### config.mk
export PLATFORM = sky130hd
export DESIGN_NAME = union_pack_fifo
export DESIGN_NICKNAME = d
export VERILOG_FILES = /design/src/rtl/union_pack_fifo_pkg.sv /design/src/rtl/union_pack_fifo_mem.sv /design/src/rtl/union_pack_fifo.sv
export SDC_FILE = /design/constraint.sdc
export NUM_CORES = 1
export LEC_CHECK = 0
export BUFFER_PORTS_ARGS = -buffer_cell sky130_fd_sc_hd__buf_2
export CAP_MARGIN = 5
export CORE_MARGIN = 2
export CORE_UTILIZATION = 53
export CTS_CLUSTER_DIAMETER = 60
export DETAILED_ROUTE_END_ITERATION = 10
export PLACE_DENSITY = 0.84
export SYNTH_ARGS = -nofsm -noshare
export SYNTH_HDL_FRONTEND = slang
export SYNTH_SLANG_ARGS = --single-unit
### constraint.sdc
create_clock -name clk -period 2.7 [get_ports clk]
set_input_delay 0.54 -clock clk [delete_from_list [all_inputs] [get_ports clk]]
set_output_delay 0.54 -clock clk [all_outputs]
set_load 0.02 [all_outputs]
### src/rtl/union_pack_fifo_pkg.sv
// Shared types and defaults for the union-packing FIFO.
package union_pack_pkg;

  typedef enum logic {
    MODE_WORD = 1'b0,
    MODE_LANE = 1'b1
  } mode_e;

  localparam int LANES_DEF  = 4;
  localparam int LANE_W_DEF = 8;
  localparam int DEPTH_DEF  = 4;

  localparam logic [15:0] SATURATE_MAX = 16'hFFFF;

endpackage

### src/rtl/union_pack_fifo_mem.sv
// DEPTH-entry ring buffer holding {union word, lane count}; head data reads 0 when empty.
module union_pack_fifo_mem
  import union_pack_pkg::*;
#(
  parameter int ENTRY_W = 35,
  parameter int DEPTH   = DEPTH_DEF
) (
  input  logic                       clk,
  input  logic                       rst_n,
  input  logic                       push,
  input  logic                       pop,
  input  logic [ENTRY_W-1:0]         wdata,
  output logic [ENTRY_W-1:0]         rdata,
  output logic [$clog2(DEPTH+1)-1:0] level,
  output logic                       full,
  output logic                       empty
);

  localparam int PTR_W = $clog2(DEPTH);
  localparam int LVL_W = $clog2(DEPTH+1);

  logic [ENTRY_W-1:0] mem [DEPTH];
  logic [PTR_W-1:0]   wr_ptr;
  logic [PTR_W-1:0]   rd_ptr;
  logic               do_push;
  logic               do_pop;

  // A full FIFO refuses pushes even when a pop frees a slot in the same cycle.
  assign full    = (level == LVL_W'(DEPTH));
  assign empty   = (level == '0);
  assign do_push = push && !full;
  assign do_pop  = pop && !empty;
  assign rdata   = empty ? '0 : mem[rd_ptr];

  always_ff @(posedge clk or negedge rst_n) begin
    if (!rst_n) begin
      wr_ptr <= '0;
      rd_ptr <= '0;
      level  <= '0;
    end else begin
      if (do_push) wr_ptr <= wr_ptr + PTR_W'(1);
      if (do_pop)  rd_ptr <= rd_ptr + PTR_W'(1);
      if (do_push && !do_pop)      level <= level + LVL_W'(1);
      else if (do_pop && !do_push) level <= level - LVL_W'(1);
    end
  end

  always_ff @(posedge clk) begin
    if (do_push) mem[wr_ptr] <= wdata;
  end

endmodule

### src/rtl/union_pack_fifo.sv
// Packs lane beats LSB-first (or whole-word beats) into union entries and queues them.
// Optional partial-commit counter enabled by defining UNION_PACK_FIFO_STATS_EN.
module union_pack_fifo
  import union_pack_pkg::*;
#(
  parameter int LANES  = LANES_DEF,
  parameter int LANE_W = LANE_W_DEF,
  parameter int DEPTH  = DEPTH_DEF,
  parameter int WORD_W = LANES*LANE_W
) (
  input  logic                       clk,
  input  logic                       rst_n,
  input  logic                       in_valid,
  output logic                       in_ready,
  input  logic                       in_mode,
  input  logic [WORD_W-1:0]          in_data,
  input  logic                       in_last,
  output logic                       out_valid,
  input  logic                       out_ready,
  output logic [WORD_W-1:0]          out_word,
  output logic [$clog2(LANES+1)-1:0] out_lanes,
  output logic [$clog2(DEPTH+1)-1:0] level,
  output logic [15:0]                partial_cnt
);

  localparam int CNT_W   = $clog2(LANES+1);
  localparam int ACC_W   = $clog2(LANES);
  localparam int ENTRY_W = WORD_W + CNT_W;

  typedef union packed {
    logic [WORD_W-1:0]             word;
    logic [LANES-1:0][LANE_W-1:0]  lane;
  } word_u;

  word_u              acc;
  word_u              acc_nxt;
  word_u              push_word;
  logic [ACC_W-1:0]   acc_cnt;
  logic [CNT_W-1:0]   push_lanes;
  logic [ENTRY_W-1:0] head;
  logic               full;
  logic               empty;
  logic               fill;
  logic               is_word;
  logic               accept;
  logic               flush;
  logic               lane_last;
  logic               push;

  assign fill      = (acc_cnt != '0);
  assign is_word   = (mode_e'(in_mode) == MODE_WORD);
  assign in_ready  = rst_n && !full && !(is_word && fill);
  assign accept    = in_valid && in_ready;
  assign flush     = in_valid && is_word && fill && !full;
  assign lane_last = (acc_cnt == ACC_W'(LANES-1)) || in_last;

  always_comb begin
    acc_nxt              = acc;
    acc_nxt.lane[acc_cnt] = in_data[LANE_W-1:0];
    push                 = 1'b0;
    push_word            = acc;
    push_lanes           = CNT_W'(acc_cnt);
    if (flush) begin
      push = 1'b1;
    end else if (accept && is_word) begin
      push           = 1'b1;
      push_word.word = in_data;
      push_lanes     = CNT_W'(LANES);
    end else if (accept && lane_last) begin
      push       = 1'b1;
      push_word  = acc_nxt;
      push_lanes = CNT_W'(acc_cnt) + CNT_W'(1);
    end
  end

  // Clearing on every commit keeps lanes above the next count at zero.
  always_ff @(posedge clk or negedge rst_n) begin
    if (!rst_n) begin
      acc     <= '0;
      acc_cnt <= '0;
    end else if (push) begin
      acc     <= '0;
      acc_cnt <= '0;
    end else if (accept && !is_word) begin
      acc     <= acc_nxt;
      acc_cnt <= acc_cnt + ACC_W'(1);
    end
  end

  union_pack_fifo_mem #(
    .ENTRY_W (ENTRY_W),
    .DEPTH   (DEPTH)
  ) u_mem (
    .clk   (clk),
    .rst_n (rst_n),
    .push  (push),
    .pop   (out_ready),
    .wdata ({push_word, push_lanes}),
    .rdata (head),
    .level (level),
    .full  (full),
    .empty (empty)
  );

  assign out_valid = !empty;
  assign out_word  = head[ENTRY_W-1:CNT_W];
  assign out_lanes = head[CNT_W-1:0];

`ifdef UNION_PACK_FIFO_STATS_EN
  function automatic logic [15:0] sat_inc(input logic [15:0] v);
    return (v == SATURATE_MAX) ? v : v + 16'd1;
  endfunction

  always_ff @(posedge clk or negedge rst_n) begin
    if (!rst_n) begin
      partial_cnt <= '0;
    end else if (push && (push_lanes != CNT_W'(LANES))) begin
      partial_cnt <= sat_inc(partial_cnt);
    end
  end
`else
  assign partial_cnt = '0;
`endif

endmodule

## Word-level counts from Yosys, hierarchy flattened

Memory sizes are Yosys's and may differ from the RTL's.
Index checks and enable logic that the tools add are counted.

| word-level totals | value |
|---|---|
| input bits | 38 |
| memories | 1 |
| logic and storage cells | 63 |
| output and inout port bits | 56 |
| register bits after elaboration | 41 |
| bits in writable memories | 140 |

| cells by class | value |
|---|---|
| bitwise gates (word level) | 1 |
| add/sub/neg operators | 6 |
| reduce and logical (&&, ||, !) cells | 25 |
| multiplexer cells | 21 |
| equality and inequality tests | 2 |
| order comparisons | 2 |

Memories:

| memory | depth | bits a word | rd ports | clocked after memory_dff | write ports | RTL line | RTL |
|---|---|---|---|---|---|---|---|
| u_mem.mem | 4 | 35 | 1 | 0 | 1 | union_pack_fifo_mem.sv:22 | `logic [ENTRY_W-1:0] mem [DEPTH];` |

Operator list:

| operator | number |
|---|---|
| 2-to-1 mux 32 bit | 5 |
| 2-to-1 mux 35 bit | 1 |
| bitwise mux 32 bit | 1 |
| demux 8 bit (select 2 bit) | 1 |
| logical AND 1 bit | 15 |
| 2-to-1 mux 3 bit | 5 |
| 2-to-1 mux 8 bit | 1 |
| adder 2 x 1 -> 2 bit (second input constant) | 3 |
| nonzero test 2 bit | 3 |
| logical NOT 1 bit | 5 |
| 2-to-1 mux 1 bit | 5 |
| 2-to-1 mux 2 bit | 2 |
| adder 2 x 1 -> 3 bit (second input constant) | 1 |
| adder 3 x 1 -> 3 bit (second input constant) | 1 |
| == test 3 bit (second input constant) | 1 |
| logical NOT 3 bit | 1 |
| < comparator 2 x 3 -> 1 bit (second input constant) | 1 |
| subtractor 3 x 1 -> 3 bit (second input constant) | 1 |
| == test 2 bit (second input constant) | 1 |
| greater-or-equal comparator 2 x 1 -> 1 bit (second input constant) | 1 |
| logical OR 1 bit | 1 |
| inverter 1 bit | 1 |

## Depth between registers and ports, before layout

Gate-level depths: netlist of run 1.

| depth | value |
|---|---|
| depth after elaboration | 14 |
| gate-level depth with buffers | 11 |
| mapped depth without buffers | 10 |

## Cells and area by module

From an unflattened synthesis of run 1, not the netlist that was laid out.

| second synthesis, totals | value |
|---|---|
| cell total of the unflattened synthesis | 566 |
| area, all modules | 8,444.3 um^2 |

By module, submodules not included:

| module | sequential area each (um^2) | cells each | area an instance (um^2) | instances |
|---|---|---|---|---|
| union_pack_fifo_mem | 4,379.2 | 258 | 5,800.6 | 1 |
| union_pack_fifo | 850.8 | 308 | 2,643.8 | 1 |

## Least setup slack after synthesis of run 1

OpenSTA, ideal clock, no wires.

| timing | value |
|---|---|
| path kind | flip-flop to flip-flop |
| from | register acc_cnt[0] |
| to | memory u_mem.mem[2][0] (enable) |
| setup time | 395 ps |
| stages on the path, launching flop included | 7 |
| clock period less this slack | 2,574 ps |
| arrival | 2,179 ps |
| path slack | 126 ps |
| path through | dfrtp_1 -> inv_1 -> ha_1 -> o21bai_1 -> o2111a_2 -> buf_6 -> and2_1 |

| between the ends | value |
|---|---|
| word-level cells in the longest chain between the ends | 12 |
| elaborated cells between the ends (all ways) | 17 |
| those cells by class | eq/ne: 1; mux: 5; reduce/logical: 11 |

RTL lines:

| item | RTL line | RTL |
|---|---|---|
| start: declaration | union_pack_fifo.sv:38 | `logic [ACC_W-1:0] acc_cnt;` |
| start signal: assignment | union_pack_fifo.sv:86 | `acc_cnt <= acc_cnt + ACC_W'(1);` |
| nonzero test 2 bit | union_pack_fifo.sv:50 | `assign fill = (acc_cnt != '0);` |
| logical AND 1 bit | union_pack_fifo.sv:52 | `assign in_ready = rst_n && !full && !(is_word && fill);` |
| logical NOT 1 bit | union_pack_fifo.sv:52 |  |
| logical AND 1 bit | union_pack_fifo.sv:52 |  |
| logical AND 1 bit | union_pack_fifo.sv:53 | `assign accept = in_valid && in_ready;` |
| logical AND 1 bit | union_pack_fifo.sv:69 | `end else if (accept && lane_last) begin` |
| 2-to-1 mux 1 bit | union_pack_fifo.sv:69 |  |
| 2-to-1 mux 1 bit | union_pack_fifo.sv:65 | `end else if (accept && is_word) begin` |
| 2-to-1 mux 1 bit * | union_pack_fifo.sv:63 | `if (flush) begin` |
| logical AND 1 bit * | union_pack_fifo_mem.sv:31 | `assign do_push = push && !full;` |
| 2-to-1 mux 1 bit * | union_pack_fifo_mem.sv:49 | `if (do_push) mem[wr_ptr] <= wdata;` |
| 2-to-1 mux 1 bit (not written as such) * | union_pack_fifo_mem.sv:49 |  |
| end: declaration | union_pack_fifo_mem.sv:22 |  |

Mark *: on every way between the ends. The rest lies on a longest branch, timed or not.

## Worst setup path in the final report of run 1

| timing | value |
|---|---|
| from | register u_mem.rd_ptr[0] |
| to | output port out_lanes[0] |

| between the ends | value |
|---|---|
| word-level cells in the longest chain between the ends | 2 |

RTL lines:

| item | RTL line | RTL |
|---|---|---|
| start: declaration | union_pack_fifo_mem.sv:24 | `logic [PTR_W-1:0] rd_ptr;` |
| start signal: assignment | union_pack_fifo_mem.sv:42 | `if (do_pop) rd_ptr <= rd_ptr + PTR_W'(1);` |
| memory (4 x 35 bit) | -- |  |
| 2-to-1 mux 35 bit | union_pack_fifo_mem.sv:33 | `assign rdata = empty ? '0 : mem[rd_ptr];` |
| end: declaration | union_pack_fifo.sv:21 | `output logic [$clog2(LANES+1)-1:0] out_lanes,` |

Every way passes these cells.

==> results of run 1 <==
[per-layer routing]
layer	up-vias	GRT usage [%]
met4	2	11.07
met2	299	40.78
met3	55	5.699
met1	2743	29.50
met5	-	0
li1	2384	-
[worst reg2reg max path, delay by kind of cell, from the launching register on]
| kind | cells | cell delay (ns) |
|---|---|---|
| AO/OA/AOI/OAI | 2 | 0.37 |
| adder cells (fa/ha/maj) | 1 | 0.24 |
| buffers and inverters | 3 | 0.80 |
| flip-flops | 1 | 0.44 |
| AND/OR/NAND/NOR | 1 | 0.30 |
[kinds of logic after synthesis]
| logic type | share of synthesized area (%) |
|---|---|
| compound gates | 9.451 |
| mux | 12.68 |
| fa+ha+maj | 1.570 |
| xor+xnor | 0.6221 |
| buf+inv | 4.444 |
| simple gates | 9.273 |
| flops | 61.92 |
| other cells | 0.04440 |
[state kept, by name, summed over array words and instances (netlist names)]
register,count
u_mem.rd_ptr,2
u_mem.level,3
u_mem.wr_ptr,2
u_mem.mem,140
acc_cnt,2
acc,32
[Yosys cell counts, drive strengths merged]
cell | count | area [um2]
conb | 1 | 3.750
o311ai | 1 | 8.760
xor2 | 2 | 17.52
nand4 | 24 | 156.4
dfrtp | 41 | 1026
mux2 | 10 | 112.6
nand2 | 2 | 7.510
ha | 9 | 112.6
nor3b | 8 | 71.32
and3 | 1 | 6.260
a21boi | 1 | 7.510
nor2b | 7 | 43.79
xnor2 | 4 | 35.03
o21bai | 1 | 7.510
inv | 7 | 26.28
a21oi | 33 | 165.2
mux4 | 35 | 788.3
fa | 1 | 20.02
or3 | 1 | 6.260
or2 | 1 | 6.260
o221a | 24 | 270.3
nand3 | 36 | 180.2
clkbuf | 17 | 63.81
a211oi | 1 | 20.02
o2111a | 1 | 12.51
a311oi | 1 | 15.01
edfxtp | 140 | 4204
o21ai | 37 | 185.2
and4 | 4 | 35.03
buf | 46 | 285.3
mux2i | 17 | 170.2
and2 | 40 | 250.2
o21a | 1 | 7.510
o2111ai | 1 | 26.28
o211ai | 9 | 72.57
nor2 | 3 | 11.26
or3b | 1 | 8.760
[area by class of cell]
class / count / area, um2
Fill cell: 1110 / 5971
Sequential cell: 181 / 5234
Multi-Input combinational cell: 333 / 2898
Timing Repair Buffer: 114 / 725.7
Clock buffer: 21 / 470.5
Tap cell: 216 / 270.3
Clock inverter: 11 / 117.6
Inverter: 7 / 26.28
[worst max path at each step]
stage                         start          endpoint  slack (ns)  depth (start not counted)
floorplan                acc_cnt[0]   u_mem.mem[2][0]        0.13                          6
global placement         acc_cnt[0]  u_mem.mem[2][28]        0.34                          7
detailed placement       acc_cnt[0]  u_mem.mem[2][28]        0.31                          7
CTS                 u_mem.rd_ptr[0]      out_lanes[0]        0.03                          4
global route        u_mem.rd_ptr[0]      out_lanes[0]         0.1                          4
finish              u_mem.rd_ptr[0]      out_lanes[0]        0.15                          4
[repair_timing]
action	CTS	global route
buffers inserted	0	6
gates resized for setup	1	0
endpoints found under the setup margin	15	8
[report_power, final]
group | internal, W | switching (W) | leakage (nW)
Sequential | 0.00351 | 0.000201 | 1.84
Clock | 0.00137 | 0.00107 | 0.288
Combinational | 0.00158 | 0.00208 | 1.39
[stage by stage]
| stage | hold WS (ns) | power, W | area, um2 |
|---|---|---|---|
| final | 0.1685 | 0.009806 | 9742 |
| after floorplan | 0.2444 | 0.006252 | 8503 |
| after global routing | 0.1840 | 0.01025 | 9742 |
| after detailed placement | 0.5486 | 0.007338 | 9106 |
| after CTS | 0.1675 | 0.009775 | 9697 |
| after global placement | 0.5237 | 0.007207 | 9106 |
==> results.sh, run 1 <==
export IMPL_hold_class="in -> async"
export IMPL_arrival_time_reported_for_the_critical_path_endpoint_ns=2.01
export IMPL_static_leakage_nw=3.516
export IMPL_drive_above_1_share_pct=33.58
export IMPL_vias_in_the_first_global_route=5500
export IMPL_ant_nets=0
export IMPL_max_freq_ghz=0.3923
export IMPL_critical_path_required_ns=2.16
export IMPL_placeableCoreArea_mm2=0.01571
export IMPL_placement_rows=46
export IMPL_critical_path_top_delay_family="multiplexers"
export IMPL_post_synth_cell_area_avg_um2=14.85
export IMPL_most_frequent_cells_in_the_layout="sky130_fd_sc_hd__edfxtp_1 (140), sky130_fd_sc_hd__buf_2 (77), sky130_fd_sc_hd__and2_1 (40), sky130_fd_sc_hd__dfrtp_1 (40), sky130_fd_sc_hd__o21ai_0 (37)"
export IMPL_final_hold_violation_count=0
export IMPL_irDropWorstVdd_mv=0.6039
export IMPL_detailedPlace_worstSlack_ns=0.3105
export IMPL_timing_setup_tns_ns=0
export IMPL_synth_seq_cells=181
export IMPL_cts_root_buffer_cell="sky130_fd_sc_hd__clkbuf_16"
export IMPL_tritoncts_clock_tree="yes"
export IMPL_io_buffer_count=77
export IMPL_synth_cells=569
export IMPL_timing_critical_path_slowest_stage_cell="sky130_fd_sc_hd__mux4_2"
export IMPL_grt_pass1_wl_um=30060
export IMPL_synthDistinctLibCells=43
export IMPL_dp_hpwl_um=12660
export IMPL_pin_count=94
export IMPL_routed_wl_um=19340
export IMPL_place_gp_congestion=0.8924
export IMPL_grt_start_max_net_pins=63
export IMPL_synth_sequential_area_ratio_pct=61.92
export IMPL_top_layer="met5"
export IMPL_detail_route_iter0_violations=690
export IMPL_wl_met3_um=1497
export IMPL_layout_cells_most_common="sky130_fd_sc_hd__edfxtp_1"
export IMPL_clock_tree_buffer_depth=2
export IMPL_run_status="complete, no violations"
export IMPL_drc_errors=0
export IMPL_post_drt_via_cell_ratio=6.210
export IMPL_routedWlPerCell_um=21.91
export IMPL_vias=5483
export IMPL_timing_rr_start="acc_cnt[0]"
export IMPL_tightest_slew_ns=0.6584
export IMPL_finish_net_count=702
export IMPL_cp_max_fo=11
export IMPL_critical_path_cell_chain="buf_12 -> mux4_2 -> and2_1 -> buf_2"
export IMPL_clk_transition_reported_paths_ns=0.07
export IMPL_setup_violations_final=0
export IMPL_cts_inserted_buffers=17
export IMPL_global_route_overflow_total=0
export IMPL_critical_path_class="reg -> out"
export IMPL_wl_met1_um=7206
export IMPL_gr_util_all_layers_pct=24.06
export IMPL_reg2reg_depth=7
export IMPL_critical_path_end_type="primary output"
export IMPL_post_synth_instance_area_mm2=0.008447
export IMPL_grt_antenna_before_repair=1
export IMPL_rr_endpoint="u_mem.mem[2][27]"
export IMPL_layout_setup_ws_ns=0.1510
export IMPL_finalNonFillerCells=883
export IMPL_share_of_the_clock_period_used_by_the_worst_path_pct=94.41
export IMPL_drv_slew=0
export IMPL_die_x_um=130.2
export IMPL_min_period_ns=2.549
export IMPL_count_of_clock_tree_sinks=181
export IMPL_cp_slowest_stage_delay_ns=0.54
export IMPL_numPlacedInstances=845
export IMPL_cts_max_level=4
export IMPL_final_util_pct=62.00
export IMPL_critPathBufInv=2
export IMPL_critPathLaunchType="flop"
export IMPL_die_area_mm2=0.01696
export IMPL_max_slew_margin_pct=56.11
export IMPL_synthToLayoutAreaGrowth_pct=15.33
export IMPL_ys_warnings_count=0
export IMPL_timing_reg2reg_setup_slack_ns=0.24
export IMPL_cts_hold_buffers=0
export IMPL_unrepaired_setup_endpoints_after_global_routing="no"
export IMPL_die_height_um=130.2
export IMPL_drt_first_pass_iters=6
export IMPL_finalClockSkew_ns=0.008314
export IMPL_power_density_mw_per_mm2=1007
export IMPL_clock_latency_reported_for_the_late_side_of_the_worst_skew_pair_ns=0.44
export IMPL_timing_max_cap_violations=0
export IMPL_initial_core_util_pct=53.76
export IMPL_number_of_inserted_diodes=0
export IMPL_wl_met2_um=9984
Note: power is estimated with default switching activity, not from simulation.
==> run 2: changes to the inputs <==
- PLACE_DENSITY: 0.84 -> unset
- PLACE_DENSITY_LB_ADDON: unset -> 0.2
- clock period: 2.7 -> 2 ns (I/O delays scaled with it)
==> run 2 against run 1 <==
  * The flow now finishes with violations (negative setup slack)
  * Final cell count rose by 5.8%
  * Sequential power is 34% higher
  * Clock-buffer cell count increased by 3
  * Critical path depth is 1 higher
  * Sequential cell count unchanged
  * Critical endpoint is now out_word[6]
  * Largest cell class unchanged
  * Via count is 5.9% higher
  * Critical path type unchanged
  * Clock power rose by 34%
  * Core utilization is 7.9 points higher
==> results.sh, run 2 (synthesized netlist as in run 1, its figures left out) <==
export IMPL_irDropWorstVdd_mv=0.9111
export IMPL_timing_setup_tns_ns=-20.18
export IMPL_grt_pass1_wl_um=32780
export IMPL_routedWlPerCell_um=24.46
export IMPL_drt_first_pass_iters=5
export IMPL_placed_instance_area_mm2=0.009494
export IMPL_clock_latency_reported_for_the_late_side_of_the_worst_skew_pair_ns=0.43
export IMPL_synthToLayoutAreaGrowth_pct=30.04
export IMPL_biggestRegsByFlops="u_mem.mem (140), acc (32), u_mem.level (3)"
export IMPL_max_freq_ghz=0.4142
export IMPL_regMostFlops="u_mem.mem"
export IMPL_gr_util_all_layers_pct=26.90
export IMPL_vias=5808
export IMPL_finish_net_count=752
export IMPL_critical_path_end_type="primary output"
export IMPL_io_buffer_count=77
export IMPL_placeableCoreArea_mm2=0.01571
export IMPL_unrepaired_setup_endpoints_after_global_routing="yes"
export IMPL_clock_tree_buffer_depth=2
export IMPL_drive_above_1_share_pct=42.96
export IMPL_global_route_overflow_total=0
export IMPL_timing_max_cap_violations=0
export IMPL_grt_start_max_net_pins=40
export IMPL_drv_slew=0
export IMPL_die_x_um=130.2
export IMPL_most_frequent_cells_in_the_layout="sky130_fd_sc_hd__edfxtp_1 (140), sky130_fd_sc_hd__buf_2 (57), sky130_fd_sc_hd__buf_4 (42)"
export IMPL_cp_max_fo=12
export IMPL_static_leakage_nw=4.093
export IMPL_hold_class="in -> async"
export IMPL_dp_hpwl_um=14140
export IMPL_totalPowerFinal_w=0.01542
export IMPL_timing_reg2reg_setup_slack_ns=-0.16
export IMPL_place_gp_congestion=0.9219
export IMPL_count_of_clock_tree_sinks=181
export IMPL_timing_rr_start="u_mem.level[1]"
export IMPL_cts_inserted_buffers=17
export IMPL_run_status="finished with violations"
export IMPL_final_hold_violation_count=0
export IMPL_placement_rows=46
export IMPL_drc_errors=0
export IMPL_initial_core_util_pct=53.76
export IMPL_layout_setup_ws_ns=-0.4142
export IMPL_pin_count=94
export IMPL_die_area_mm2=0.01696
export IMPL_setup_violations_final=139
export IMPL_detail_route_iter0_violations=764
export IMPL_die_height_um=130.2
export IMPL_post_route_cell_area_mm2=0.01098
export IMPL_power_density_mw_per_mm2=1404
export IMPL_crit_start="u_mem.rd_ptr[0]"
export IMPL_critical_path_class="reg -> out"
export IMPL_reg2reg_depth=7
export IMPL_cts_max_level=4
export IMPL_finalClockSkew_ns=0.01040
export IMPL_tritoncts_clock_tree="yes"
export IMPL_layout_cells_most_common="sky130_fd_sc_hd__edfxtp_1"
export IMPL_post_drt_via_cell_ratio=6.218
export IMPL_routed_wl_um=22840
export IMPL_violations_in_the_final_reports="negative setup slack"
export IMPL_clk_transition_reported_paths_ns=0.07
export IMPL_largest_reg_flops=140
export IMPL_rr_endpoint="u_mem.level[1]"
export IMPL_critical_path_endpoint="out_word[6]"
export IMPL_ant_nets=0
export IMPL_critical_path_required_ns=1.60
export IMPL_vias_in_the_first_global_route=5491
export IMPL_cts_root_buffer_cell="sky130_fd_sc_hd__clkbuf_16"
export IMPL_share_of_the_clock_period_used_by_the_worst_path_pct=120.7
export IMPL_grt_antenna_before_repair=2
export IMPL_arrival_time_reported_for_the_critical_path_endpoint_ns=2.01
export IMPL_critPathLaunchType="flop"
export IMPL_min_period_ns=2.414
==> run 2: metrics by stage <==
step	instances	utilization (%)	setup slack (ns)	hold slack, ns
after detailed placement	874	60.42	-0.1281	0.3564
final	934	69.91	-0.4142	0.1773
after CTS	928	66.83	-0.4264	0.1678
after floorplan	584	-	-0.2826	0.1044
after global placement	874	60.42	-0.06690	0.3619
after global routing	933	69.89	-0.4839	0.1970
==> run 2: report_power, final <==
group | leakage, nW | internal, W | switching, W | total (W)
sequential | 1.84 | 0.00474 | 0.000228 | 0.00496
combinational | 1.97 | 0.00367 | 0.00351 | 0.00718
clock | 0.283 | 0.00191 | 0.00137 | 0.00328
total | 4.09 | 0.0103 | 0.00511 | 0.0154
==> run 2: repair_timing <==
item	CTS	global route
resized for setup	48	87
setup buffers	15	10
hold endpoints to repair	1	0
hold buffers	1	0
cloned	6	3
pin swaps	15	28
endpoints found under the setup margin	47	175
==> run 2: final cells by class <==
cell class | count | area, um2
clock inverters | 8 | 101.3
clock buffers | 24 | 471.7
multi-input cells | 333 | 3262
repair buffers | 164 | 1612
well taps | 216 | 270.3
flip-flops and latches | 181 | 5234
fillers | 1036 | 4728
inverters | 7 | 31.28
diodes | 1 | 2.502
==> run 2: routing by layer <==
metal / GRT usage [%] / vias to the layer above / share of wire [%]
li1: - / 2486 / -
met1: 37.94 / 2974 / 41
met2: 40.44 / 285 / 48
met3: 7.995 / 61 / 8.6
met4: 9.171 / 2 / 3.0
met5: 0 / - / 0.074
==> run 2: worst min path at each step <==
stage	slack [ns]	end	start
after floorplan	0.10	acc[0]	rst_n
after global placement	0.36	acc[0]	rst_n
after detailed placement	0.36	acc[0]	rst_n
after CTS	0.17	acc[24]	rst_n
after global routing	0.20	acc[24]	rst_n
final	0.18	acc[24]	rst_n
==> run 2: worst max-delay path, cell delays in order (launching register included) <==
cell                      delay (ns)
sky130_fd_sc_hd__dfrtp_2        0.45
sky130_fd_sc_hd__buf_12         0.13
sky130_fd_sc_hd__buf_12         0.15
sky130_fd_sc_hd__mux4_2         0.50
sky130_fd_sc_hd__and2_1         0.19
sky130_fd_sc_hd__buf_2          0.16
==> run 3: changes to the inputs <==
==> constraint.sdc (replaced) <==
create_clock -name clk -period 2 [get_ports clk]
set_input_delay 0.4 -clock clk [delete_from_list [all_inputs] [get_ports clk]]
set_output_delay 0.4 -clock clk [all_outputs]
set_load 0.01 [all_outputs]
==> run 3 against run 2 <==
  * The flow still finishes with violations (negative setup slack)
  * Non-clock buffer count down 3
  * Setup slack improved by 0.0084 ns
  * Via count fell by 2.6%
  * First-iteration DRC count down 23%
  * Critical path type unchanged
==> results.sh, run 3 (synthesized netlist as in run 1, its figures left out) <==
export IMPL_run_status="finished with violations"
export IMPL_violations_in_the_final_reports="negative setup slack"
export IMPL_layout_setup_ws_ns=-0.4058
export IMPL_critical_path_class="reg -> out"
export IMPL_gr_util_all_layers_pct=25.67
export IMPL_drive_above_1_share_pct=43.00
export IMPL_grt_start_max_net_pins=52
export IMPL_placeableCoreArea_mm2=0.01571
export IMPL_clock_tree_buffer_depth=2
export IMPL_cp_max_fo=8
export IMPL_drv_slew=0
export IMPL_final_hold_violation_count=0
export IMPL_number_of_inserted_diodes=0
export IMPL_critical_path_cell_chain="buf_6 -> buf_12 -> mux4_2 -> and2_4 -> buf_6"
export IMPL_cts_root_buffer_cell="sky130_fd_sc_hd__clkbuf_16"
export IMPL_max_freq_ghz=0.4157
export IMPL_setup_violations_final=38
export IMPL_place_gp_congestion=0.8426
export IMPL_global_route_overflow_total=0
export IMPL_timing_max_cap_violations=0
export IMPL_die_x_um=130.2
export IMPL_most_frequent_cells_in_the_layout="sky130_fd_sc_hd__edfxtp_1 (140), sky130_fd_sc_hd__buf_2 (56), sky130_fd_sc_hd__buf_4 (42)"
export IMPL_drt_first_pass_iters=5
export IMPL_synthToLayoutAreaGrowth_pct=28.96
export IMPL_die_area_mm2=0.01696
export IMPL_min_period_ns=2.406
export IMPL_post_route_cell_area_mm2=0.01089
export IMPL_critPathBufInv=3
export IMPL_cp_slowest_stage_delay_ns=0.57
export IMPL_detailedPlace_worstSlack_ns=-0.1345
export IMPL_vias_in_the_first_global_route=5519
export IMPL_cts_max_level=4
export IMPL_power_density_mw_per_mm2=1322
export IMPL_clock_latency_reported_for_the_late_side_of_the_worst_skew_pair_ns=0.44
export IMPL_unrepaired_setup_endpoints_after_global_routing="yes"
export IMPL_placement_rows=46
export IMPL_drc_errors=0
export IMPL_count_of_clock_tree_sinks=181
export IMPL_initial_core_util_pct=53.76
export IMPL_routedWlPerCell_um=23.10
export IMPL_critPathLaunchType="flop"
export IMPL_detail_route_iter0_violations=591
export IMPL_finalNonFillerCells=930
export IMPL_regMostFlops="u_mem.mem"
export IMPL_grt_antenna_before_repair=0
export IMPL_largest_reg_flops=140
export IMPL_critical_path_end_type="primary output"
export IMPL_share_of_the_clock_period_used_by_the_worst_path_pct=120.3
export IMPL_hold_class="in -> async"
export IMPL_vias=5658
export IMPL_ant_nets=0
export IMPL_io_buffer_count=77
export IMPL_pin_count=94
export IMPL_grt_pass1_wl_um=31820
export IMPL_clk_transition_reported_paths_ns=0.07
export IMPL_layout_cells_most_common="sky130_fd_sc_hd__edfxtp_1"
export IMPL_post_drt_via_cell_ratio=6.084
export IMPL_irDropWorstVdd_mv=1.119
export IMPL_finalClockSkew_ns=0.006656
export IMPL_biggestRegsByFlops="u_mem.mem (140), acc (32), u_mem.level (3)"
export IMPL_cts_inserted_buffers=17
export IMPL_placed_instance_area_mm2=0.009524
export IMPL_numPlacedInstances=878
export IMPL_timing_critical_path_slowest_stage_cell="sky130_fd_sc_hd__mux4_2"
export IMPL_dp_hpwl_um=13810
export IMPL_static_leakage_nw=4.045
export IMPL_die_height_um=130.2
export IMPL_routed_wl_um=21490
export IMPL_path_common_cell="sky130_fd_sc_hd__buf_6"
export IMPL_arrival_time_reported_for_the_critical_path_endpoint_ns=2.01
export IMPL_critical_path_top_delay_family="multiplexers"
export IMPL_critical_path_required_ns=1.60
export IMPL_timing_setup_tns_ns=-12.09
export IMPL_finish_net_count=749
export IMPL_timing_reg2reg_setup_slack_ns=-0.17
export IMPL_totalPowerFinal_w=0.01440
export IMPL_tritoncts_clock_tree="yes"
[run 3: what timing repair did]
item	in CTS	in global routing
pin swaps	36	8
resized for setup	23	97
buffers inserted	8	7
hold buffers	0	0
setup endpoints to repair	274	315
cloned	0	8
[run 3: layout make-up]
cell class / instances / area, um2
multi-input combinational: 333 / 3257
fill: 1071 / 4820
clock inverter: 13 / 125.1
timing repair buffer: 161 / 1545
clock buffer: 19 / 432.9
inverter: 7 / 28.78
tap: 216 / 270.3
sequential: 181 / 5234
[run 3: path summary, 6_finish.rpt]
path | from | depth (start not counted) | endpoint
worst max-delay path | u_mem.rd_ptr[0] | 5 | out_word[1]
worst min-delay path | rst_n | 3 | acc_cnt[1]
worst max register to register | acc_cnt[0] | 7 | u_mem.level[1]
worst min register to register | acc[7] | 2 | acc[7]
max in group asynchronous | rst_n | 3 | u_mem.rd_ptr[1]
min in group clk | in_data[7] | 3 | acc[7]
[run 3: per-stage QoR]
stage                     utilization [%]  hold WS, ns
after floorplan                         -       0.1044
after global placement              60.61       0.5253
after detailed placement            60.61       0.5325
after CTS                           65.12      0.09834
after global routing                69.33       0.1286
final                               69.33       0.1053
[run 3: power by group]
| part | total [W] | switching, W | internal (W) | leakage (nW) |
|---|---|---|---|---|
| registers | 0.00496 | 0.000227 | 0.00474 | 1.84 |
| logic | 0.00626 | 0.00284 | 0.00342 | 1.94 |
| clock network | 0.00318 | 0.00145 | 0.00173 | 0.264 |
| total | 0.0144 | 0.00452 | 0.00988 | 4.05 |
[run 3: layer usage]
metal  share of wire (%)  track usage (%)  vias up  wire [um]
met1                  40            35.01     2878       8561
met5                   0                0        -          0
li1                    -                -     2470          -
met4                 3.1            9.551        0        666
met2                  50            40.75      259      10750
met3                 7.0            5.986       51       1506
[run 3: tightest hold or removal path, cell delays in order]
cell and delay [ns]:
sky130_fd_sc_hd__buf_2 0.11, sky130_fd_sc_hd__buf_4 0.16, sky130_fd_sc_hd__buf_12 0.26
